<file path="config.mk">
export PLATFORM = sky130hd
export DESIGN_NAME = sd_spi_responder
export DESIGN_NICKNAME = d
export VERILOG_FILES = /design/src/rtl/sd_spi_responder_pkg.sv /design/src/rtl/sd_spi_responder_crc.sv /design/src/rtl/sd_spi_responder.sv
export SDC_FILE = /design/constraint.sdc
export NUM_CORES = 1
export LEC_CHECK = 0
export ABC_AREA = 0
export CORE_AREA = 2 2 115 228
export CTS_CLUSTER_SIZE = 40
export DETAILED_ROUTE_END_ITERATION = 12
export DIE_AREA = 0 0 117 230
export PLACE_DENSITY_LB_ADDON = 0.25
export SLEW_MARGIN = 20
export SYNTH_ARGS = -nofsm -noshare
export SYNTH_HDL_FRONTEND = slang
export SYNTH_HIERARCHICAL = 1
export SYNTH_SLANG_ARGS = --single-unit
</file>
<file path="constraint.sdc">
create_clock -name clk -period 2.7 [get_ports clk]
set_clock_uncertainty 0.1 [all_clocks]
set_input_delay 0.405 -clock clk [delete_from_list [all_inputs] [get_ports clk]]
set_output_delay 0.405 -clock clk [all_outputs]
set_load 0.005 [all_outputs]
</file>
<file path="src/rtl/sd_spi_responder_pkg.sv">
// Shared definitions for the SPI-mode SD card responder: FSM states,
// command indices, token and response codes, and CRC generator polynomials.
package sd_spi_responder_pkg;

    typedef enum logic [3:0] {
        S_IDLE,
        S_CMD,
        S_CHECK,
        S_RESP_WAIT,
        S_RESP,
        S_RD_WAIT,
        S_TOKEN,
        S_RD_DATA,
        S_RD_CRC,
        S_WR_HUNT,
        S_WR_DATA,
        S_WR_CRC,
        S_DRESP_WAIT,
        S_DRESP,
        S_BUSY
    } state_t;

    localparam logic [5:0]  CMD_RD        = 6'd17;
    localparam logic [5:0]  CMD_WR        = 6'd24;
    localparam logic [7:0]  TOKEN         = 8'hFE;

    localparam logic [7:0]  R1_OK         = 8'h00;
    localparam logic [7:0]  R1_CRC_ERR    = 8'h08;
    localparam logic [7:0]  R1_ILLEGAL    = 8'h04;
    localparam logic [7:0]  R1_PARAM_ERR  = 8'h40;

    localparam logic [7:0]  DRESP_OK      = 8'h05;
    localparam logic [7:0]  DRESP_CRC_ERR = 8'h0B;

    // Generator polynomials without the implicit top term.
    localparam logic [6:0]  CRC7_POLY     = 7'h09;
    localparam logic [15:0] CRC16_POLY    = 16'h1021;

    function automatic logic [7:0] r1_code(input logic bad_frame,
                                           input logic bad_cmd,
                                           input logic bad_arg);
        if (bad_frame)    return R1_CRC_ERR;
        else if (bad_cmd) return R1_ILLEGAL;
        else if (bad_arg) return R1_PARAM_ERR;
        else              return R1_OK;
    endfunction

endpackage

</file>
<file path="src/rtl/sd_spi_responder_crc.sv">
// Bit-serial MSB-first CRC with init 0; en together with clr folds din into
// a cleared register so a new CRC can start on the same cycle.
module sd_crc_serial #(
    parameter int             W    = 7,
    parameter logic [W-1:0]   POLY = '0
) (
    input  logic         clk,
    input  logic         rst_n,
    input  logic         clr,
    input  logic         en,
    input  logic         din,
    output logic [W-1:0] crc
);

    logic [W-1:0] base;
    logic         fb;

    always_comb begin
        base = clr ? '0 : crc;
        fb   = din ^ base[W-1];
    end

    // NOTE: sequential state uses non-blocking assignments only, so every
    // register in the design sees the pre-edge value of every other.
    always_ff @(posedge clk or negedge rst_n) begin
        if (!rst_n) begin
            crc <= '0;
        end else if (en) begin
            crc <= {base[W-2:0], 1'b0} ^ (fb ? POLY : '0);
        end else if (clr) begin
            crc <= '0;
        end
    end

endmodule

</file>
<file path="src/rtl/sd_spi_responder.sv">
// Card side of an SPI-mode SD link: decodes CMD17/CMD24 frames on MOSI, answers
// on a registered MISO and backs the data with a 64-bit synchronous memory port.
module sd_spi_responder
    import sd_spi_responder_pkg::*;
#(
    parameter int ADDR_W      = 16,
    parameter int RESP_UNITS  = 1,
    parameter int DATA_UNITS  = 1,
    parameter int DRESP_UNITS = 0,
    parameter int BUSY_CYC    = 16
) (
    input  logic              clk,
    input  logic              rst_n,
    input  logic              MOSI,
    output logic              MISO,
    output logic [ADDR_W-1:0] mem_addr,
    output logic              mem_ren,
    input  logic [63:0]       mem_rdata,
    output logic              mem_wen,
    output logic [63:0]       mem_wdata
);

    localparam int UNIT_MAX = (BUSY_CYC > 64) ? BUSY_CYC : 64;
    localparam int UNIT_W   = $clog2(UNIT_MAX + 1);
    localparam logic [UNIT_W-1:0] RESP_LAST  = UNIT_W'(8 * RESP_UNITS - 1);
    localparam logic [UNIT_W-1:0] DATA_LAST  = UNIT_W'(8 * DATA_UNITS - 1);
    localparam logic [UNIT_W-1:0] DRESP_LAST = UNIT_W'(8 * DRESP_UNITS - 1);
    localparam logic [UNIT_W-1:0] BUSY_LAST  = UNIT_W'(BUSY_CYC - 1);

    state_t             state;
    logic [6:0]         bit_cnt;
    logic [UNIT_W-1:0]  unit_cnt;
    logic [47:0]        frame;
    logic [7:0]         r1;
    logic               is_read;
    logic [63:0]        data_sr;
    logic [15:0]        out_sr;
    logic [15:0]        rx_crc;
    logic               crc_ok;
    logic               ren_d;

    logic [6:0]         crc7;
    logic [15:0]        crc16;
    logic               crc7_clr, crc7_en;
    logic               crc16_clr, crc16_en, crc16_din;

    logic [5:0]         cmd_idx;
    logic [31:0]        cmd_arg;
    logic [7:0]         r1_calc;
    logic               crc_match;
    logic [7:0]         dresp_now;
    logic [7:0]         dresp_reg;

    // NOTE: every always_comb output gets a value on every path, so no latches.
    always_comb begin
        cmd_idx   = frame[45:40];
        cmd_arg   = frame[39:8];
        r1_calc   = r1_code(frame[47] | ~frame[46] | ~frame[0] | (frame[7:1] != crc7),
                            (cmd_idx != CMD_RD) && (cmd_idx != CMD_WR),
                            (cmd_arg >> ADDR_W) != 32'd0);
        crc_match = ({rx_crc[14:0], MOSI} == crc16);
        dresp_now = crc_match ? DRESP_OK : DRESP_CRC_ERR;
        dresp_reg = crc_ok ? DRESP_OK : DRESP_CRC_ERR;
    end

    // CRC7 covers the start bit (taken in IDLE) plus the next 39 frame bits.
    // The read CRC16 is stepped with each data bit as it is loaded into MISO,
    // so the finished value is ready the cycle the CRC field starts.
    always_comb begin
        crc7_clr  = (state == S_IDLE);
        crc7_en   = ((state == S_IDLE) && !MOSI) ||
                    ((state == S_CMD) && (bit_cnt < 7'd39));
        crc16_clr = (state == S_WR_HUNT) ||
                    ((state == S_TOKEN) && (bit_cnt == 7'd7));
        crc16_en  = ((state == S_TOKEN) && (bit_cnt == 7'd7)) ||
                    ((state == S_RD_DATA) && (bit_cnt != 7'd63)) ||
                    (state == S_WR_DATA);
        crc16_din = (state == S_WR_DATA) ? MOSI : data_sr[63];
    end

    sd_crc_serial #(.W(7), .POLY(CRC7_POLY)) u_crc7 (
        .clk   (clk),
        .rst_n (rst_n),
        .clr   (crc7_clr),
        .en    (crc7_en),
        .din   (MOSI),
        .crc   (crc7)
    );

    sd_crc_serial #(.W(16), .POLY(CRC16_POLY)) u_crc16 (
        .clk   (clk),
        .rst_n (rst_n),
        .clr   (crc16_clr),
        .en    (crc16_en),
        .din   (crc16_din),
        .crc   (crc16)
    );

    always_ff @(posedge clk or negedge rst_n) begin
        if (!rst_n) begin
            state     <= S_IDLE;
            MISO      <= 1'b1;
            mem_addr  <= '0;
            mem_ren   <= 1'b0;
            mem_wen   <= 1'b0;
            mem_wdata <= '0;
            bit_cnt   <= '0;
            unit_cnt  <= '0;
            frame     <= '0;
            r1        <= '0;
            is_read   <= 1'b0;
            data_sr   <= '0;
            out_sr    <= '0;
            rx_crc    <= '0;
            crc_ok    <= 1'b0;
            ren_d     <= 1'b0;
        end else begin
            mem_ren <= 1'b0;
            mem_wen <= 1'b0;
            ren_d   <= mem_ren;
            if (ren_d) data_sr <= mem_rdata;

            case (state)
                S_IDLE: begin
                    MISO <= 1'b1;
                    if (!MOSI) begin
                        frame   <= {frame[46:0], MOSI};
                        bit_cnt <= '0;
                        state   <= S_CMD;
                    end
                end
                S_CMD: begin
                    frame   <= {frame[46:0], MOSI};
                    bit_cnt <= bit_cnt + 1'b1;
                    if (bit_cnt == 7'd46) state <= S_CHECK;
                end
                S_CHECK: begin
                    r1       <= r1_calc;
                    is_read  <= (cmd_idx == CMD_RD);
                    mem_addr <= cmd_arg[ADDR_W-1:0];
                    mem_ren  <= (r1_calc == R1_OK) && (cmd_idx == CMD_RD);
                    bit_cnt  <= '0;
                    unit_cnt <= '0;
                    if (RESP_UNITS == 0) begin
                        state  <= S_RESP;
                        MISO   <= r1_calc[7];
                        out_sr <= {r1_calc[6:0], 9'd0};
                    end else begin
                        state <= S_RESP_WAIT;
                        MISO  <= 1'b1;
                    end
                end
                S_RESP_WAIT: begin
                    unit_cnt <= unit_cnt + 1'b1;
                    if (unit_cnt == RESP_LAST) begin
                        state   <= S_RESP;
                        MISO    <= r1[7];
                        out_sr  <= {r1[6:0], 9'd0};
                        bit_cnt <= '0;
                    end
                end
                S_RESP: begin
                    if (bit_cnt == 7'd7) begin
                        bit_cnt  <= '0;
                        unit_cnt <= '0;
                        MISO     <= 1'b1;
                        if (r1 != R1_OK) state <= S_IDLE;
                        else if (is_read) state <= S_RD_WAIT;
                        else state <= S_WR_HUNT;
                    end else begin
                        MISO    <= out_sr[15];
                        out_sr  <= {out_sr[14:0], 1'b0};
                        bit_cnt <= bit_cnt + 1'b1;
                    end
                end
                S_RD_WAIT: begin
                    unit_cnt <= unit_cnt + 1'b1;
                    if (unit_cnt == DATA_LAST) begin
                        state   <= S_TOKEN;
                        MISO    <= TOKEN[7];
                        out_sr  <= {TOKEN[6:0], 9'd0};
                        bit_cnt <= '0;
                    end
                end
                S_TOKEN: begin
                    if (bit_cnt == 7'd7) begin
                        state   <= S_RD_DATA;
                        MISO    <= data_sr[63];
                        data_sr <= {data_sr[62:0], 1'b0};
                        bit_cnt <= '0;
                    end else begin
                        MISO    <= out_sr[15];
                        out_sr  <= {out_sr[14:0], 1'b0};
                        bit_cnt <= bit_cnt + 1'b1;
                    end
                end
                S_RD_DATA: begin
                    if (bit_cnt == 7'd63) begin
                        state   <= S_RD_CRC;
                        MISO    <= crc16[15];
                        out_sr  <= {crc16[14:0], 1'b0};
                        bit_cnt <= '0;
                    end else begin
                        MISO    <= data_sr[63];
                        data_sr <= {data_sr[62:0], 1'b0};
                        bit_cnt <= bit_cnt + 1'b1;
                    end
                end
                S_RD_CRC: begin
                    if (bit_cnt == 7'd15) begin
                        state <= S_IDLE;
                        MISO  <= 1'b1;
                    end else begin
                        MISO    <= out_sr[15];
                        out_sr  <= {out_sr[14:0], 1'b0};
                        bit_cnt <= bit_cnt + 1'b1;
                    end
                end
                S_WR_HUNT: begin
                    MISO <= 1'b1;
                    if (!MOSI) begin
                        state   <= S_WR_DATA;
                        bit_cnt <= '0;
                    end
                end
                S_WR_DATA: begin
                    data_sr <= {data_sr[62:0], MOSI};
                    bit_cnt <= bit_cnt + 1'b1;
                    if (bit_cnt == 7'd63) begin
                        state   <= S_WR_CRC;
                        bit_cnt <= '0;
                    end
                end
                S_WR_CRC: begin
                    rx_crc  <= {rx_crc[14:0], MOSI};
                    bit_cnt <= bit_cnt + 1'b1;
                    if (bit_cnt == 7'd15) begin
                        crc_ok   <= crc_match;
                        bit_cnt  <= '0;
                        unit_cnt <= '0;
                        if (DRESP_UNITS == 0) begin
                            state  <= S_DRESP;
                            MISO   <= dresp_now[7];
                            out_sr <= {dresp_now[6:0], 9'd0};
                        end else begin
                            state <= S_DRESP_WAIT;
                            MISO  <= 1'b1;
                        end
                    end
                end
                S_DRESP_WAIT: begin
                    unit_cnt <= unit_cnt + 1'b1;
                    if (unit_cnt == DRESP_LAST) begin
                        state   <= S_DRESP;
                        MISO    <= dresp_reg[7];
                        out_sr  <= {dresp_reg[6:0], 9'd0};
                        bit_cnt <= '0;
                    end
                end
                S_DRESP: begin
                    if (bit_cnt == 7'd7) begin
                        state    <= S_BUSY;
                        MISO     <= 1'b0;
                        unit_cnt <= '0;
                        mem_wen  <= crc_ok;
                        if (crc_ok) mem_wdata <= data_sr;
                    end else begin
                        MISO    <= out_sr[15];
                        out_sr  <= {out_sr[14:0], 1'b0};
                        bit_cnt <= bit_cnt + 1'b1;
                    end
                end
                S_BUSY: begin
                    MISO     <= 1'b0;
                    unit_cnt <= unit_cnt + 1'b1;
                    if (unit_cnt == BUSY_LAST) begin
                        state <= S_IDLE;
                        MISO  <= 1'b1;
                    end
                end
                default: begin
                    state <= S_IDLE;
                    MISO  <= 1'b1;
                end
            endcase
        end
    end

endmodule

</file>
==> reports/metrics.yaml <==
finish:
  n_antenna_cell: 0
  final_layout_size_suffix_gt1_frac: 0.171
  layout.nets: 1458
  nFillCells: 2081
  layout.cells.non_filler: 1743
  area_delta_synth_final_pct: 27.0
synthesis:
  synthTopCellsByCount: "dfrtp_1 (271), nand2_1 (230), mux2i_1 (83)"
  async_reset_ff_frac: 1.00
  synth_fa_ha_area_frac: 0.00299
  yosys_warnings: 6
  syn_nets: 1273
  synth_edf_count: 0
  synth.ff_latch_count: 272
  synth_top_area_frac: 0.539
  syn_area_um2: 12600
  ys_types: 73
  yosysMostFrequentCell: "dfrtp_1"
  yosys.area.top_type: "dfrtp_1"
  synth_compound_area_frac: 0.100
  synth_top_family_by_area: "simple AND/OR/NAND/NOR gates"
  ys.flop_type: "dfrtp_1"
  yosys-mux-area-fraction: 0.143
  synth_area_leaders: "dfrtp_1 (54%), nand2_1 (6.9%), mux2i_1 (6.6%)"
  avgSynthCellArea_um2: 10.5
  yosys.area_share.simple: 0.154
  synthXorXnorAreaFrac: 0.0216
  syn_inst: 1203
  synth_seq_area_share: 0.541
route:
  drtAntennaViolNets: 0
  wl_mm: 33.0
  drtIter0Drc: 667
  drc: 0
  dr.pass1.iters: 5
  vias_per_cell: 5.55
  wl_per_cell_um: 18.9
  dr_total_vias: 9668
worst_setup_path:
  reg2reg_from: "bit_cnt[0]"
  endpoint_kind: "flip-flop"
  rr_endpoint: "state[1]"
  critPathLaunch: "bit_cnt[0]"
  cp.arrival_ps: 3010
  crit_fanout: 3
  path_class: "reg2reg"
  reg2reg_setup_slack_ps: 30
  crit_required_ps: 3040
  r2r_cells: 8
  critPathLaunchType: "flip-flop"
grt:
  grt_pass1_vias: 10100
  antenna_found_initial: 0
  grt_max_degree: 71
  grt_pass1_wl_mm: 52.3
  gr-usage-all-layers: 0.249
  grt.overflow.total: 0
power:
  power_frac_seq: 0.382
  p_leak_nw: 7.36
  power_mw: 15.0
  swShare: 0.361
  vdd_drop_max_uv: 697
  powerDensity_nw_per_um2: 939
  p_switching_mw: 5.41
  clkPwrFrac: 0.249
  comb_power_share: 0.369
  p_int_mw: 9.58
clock_tree:
  cts_tree: "done"
  cts_buffers: 25
  clk_transition_reported_paths_ps: 70
  htree_levels: 1
  clock_latency_ps: 550
  clock_path_buffers: 3
  root_buffer: "clkbuf_16"
  clock_sinks: 272
min_path:
  hold_start: "mem_ren"
  whs_path_depth: 0
  min_to: "ren_d"
  min_path_type: "reg2reg"
timing:
  fmax_mhz: 374
  fin_crit_sh: 0.990
  tightestPinTransition_ps: 613
  rsz0062_at_grt: "true"
  period_minus_slack_ps: 2670
  setup_viol: 0
  drv_slew: 0
  relSlewSlack: 0.591
  holdWs_ps: 280
  hold_violations: 0
floorplan:
  ios: 150
  core_area_um2: 25100
  rows: 82
  die_x_um: 117
  die_h_um: 230
  initial_utilization: 0.500
  dieArea_um2: 26900
placement:
  post-dp-hpwl_mm: 23.5
  io_buffers: 149
  dp_cells: 1694
  gp_congestion: 0.920
run_status:
  status: "complete, no violations"
job:
  drv_cap: 0
[critical path: stages, from the launching register on]
cell and delay (ps):
dfrtp_1 390, inv_1 90, ha_1 140, nand2_1 50
or4_4 420, a32o_2 290, or4_4 530, or2_1 260
a221o_1 290
[state kept, by name (all words and copies together) (netlist names)]
signal and flops:
MISO 1, bit_cnt 7, crc_ok 1, data_sr 64, frame 48, is_read 1, mem_addr 16, mem_ren 1
mem_wdata 64, mem_wen 1, out_sr 15, r1 3, ren_d 1, rx_crc 15, state 4, u_crc16/crc 16
u_crc7/crc 7, unit_cnt 7
[final cells by class]
class,instances,area [um2],area share
Clock buffer,32,702,0.0440
Clock inverter,14,178,0.0111
Inverter,18,67.6,0.00423
Multi-Input combinational cell,833,5420,0.339
Sequential cell,272,6810,0.427
Tap cell,336,420,0.0263
Timing Repair Buffer,238,2370,0.148
[logic make-up (layout without fill, tap and decap cells)]
group	count (synthesis)	in the layout
adder cells (fa/ha/maj)	3	3
buffers and inverters	98	302
AO/OA/AOI/OAI	204	204
flip-flops	272	272
AND/OR/NAND/NOR	427	427
XOR/XNOR	31	31
multiplexers	168	168
[how the worst max path moves through the flow]
stage,end
6_report,state[1]
5_1_grt,out_sr[1]
4_1_cts,out_sr[14]
3_5_place_dp,out_sr[1]
3_3_place_gp,state[3]
2_1_floorplan,u_crc16/crc[10]
[metrics by stage]
step           setup TNS (ps)  instance area, um2   util  setup WS [ps]
3_5_place_dp             -690               15000  0.596          -60.2
2_1_floorplan            -275               12600      -          -24.3
4_1_cts                     0               15900  0.632           8.93
3_3_place_gp             -154               15000  0.596          -56.4
6_report                    0               16000  0.635           25.9
5_1_grt                  -591               16000  0.635          -63.5
[power groups by stage]
stage / combinational (mW) / clock (mW) / sequential (mW)
5_1_grt: 6.03 / 4.00 / 5.86
3_3_place_gp: 5.26 / 0 / 5.78
4_1_cts: 5.38 / 3.83 / 5.73
6_report: 5.53 / 3.73 / 5.73
2_1_floorplan: 3.46 / 0 / 5.55
3_5_place_dp: 5.32 / 0 / 5.81
[per-layer routing]
| layer | vias up | part of all wire | global-route usage |
|---|---|---|---|
| met5 | - | 0 | 0 |
| met4 | 0 | 0.054 | 0.128 |
| met3 | 86 | 0.038 | 0.0314 |
| met2 | 238 | 0.54 | 0.459 |
| met1 | 4776 | 0.36 | 0.269 |
| li1 | 4568 | - | - |
[cells in the final DEF (no fill, tap or decap), types with 17 or more instances in the layout]
cell type / Yosys / final
mux2_2: 68 / 68
dfrtp_1: 271 / 270
clkdlybuf4s50_1: 0 / 148
nand3_1: 76 / 75
mux2i_1: 83 / 83
a21oi_1: 31 / 31
nor2_1: 44 / 44
nand2_1: 230 / 230
xor2_1: 27 / 27
clkbuf_16: 0 / 25
buf_4: 5 / 70
o21ai_0: 81 / 80
inv_1: 18 / 17
[what timing repair did]
item                                    4_1_cts  5_1_grt
hold buffers                                  1        0
endpoints found under the hold margin        62        0
endpoints found under the setup margin       16       20
cloned                                        0        1
buffers inserted                              0        1
pin swaps                                     1        4
gates resized for setup                       4       14
No activity file was read; power rests on OpenSTA's default activity.
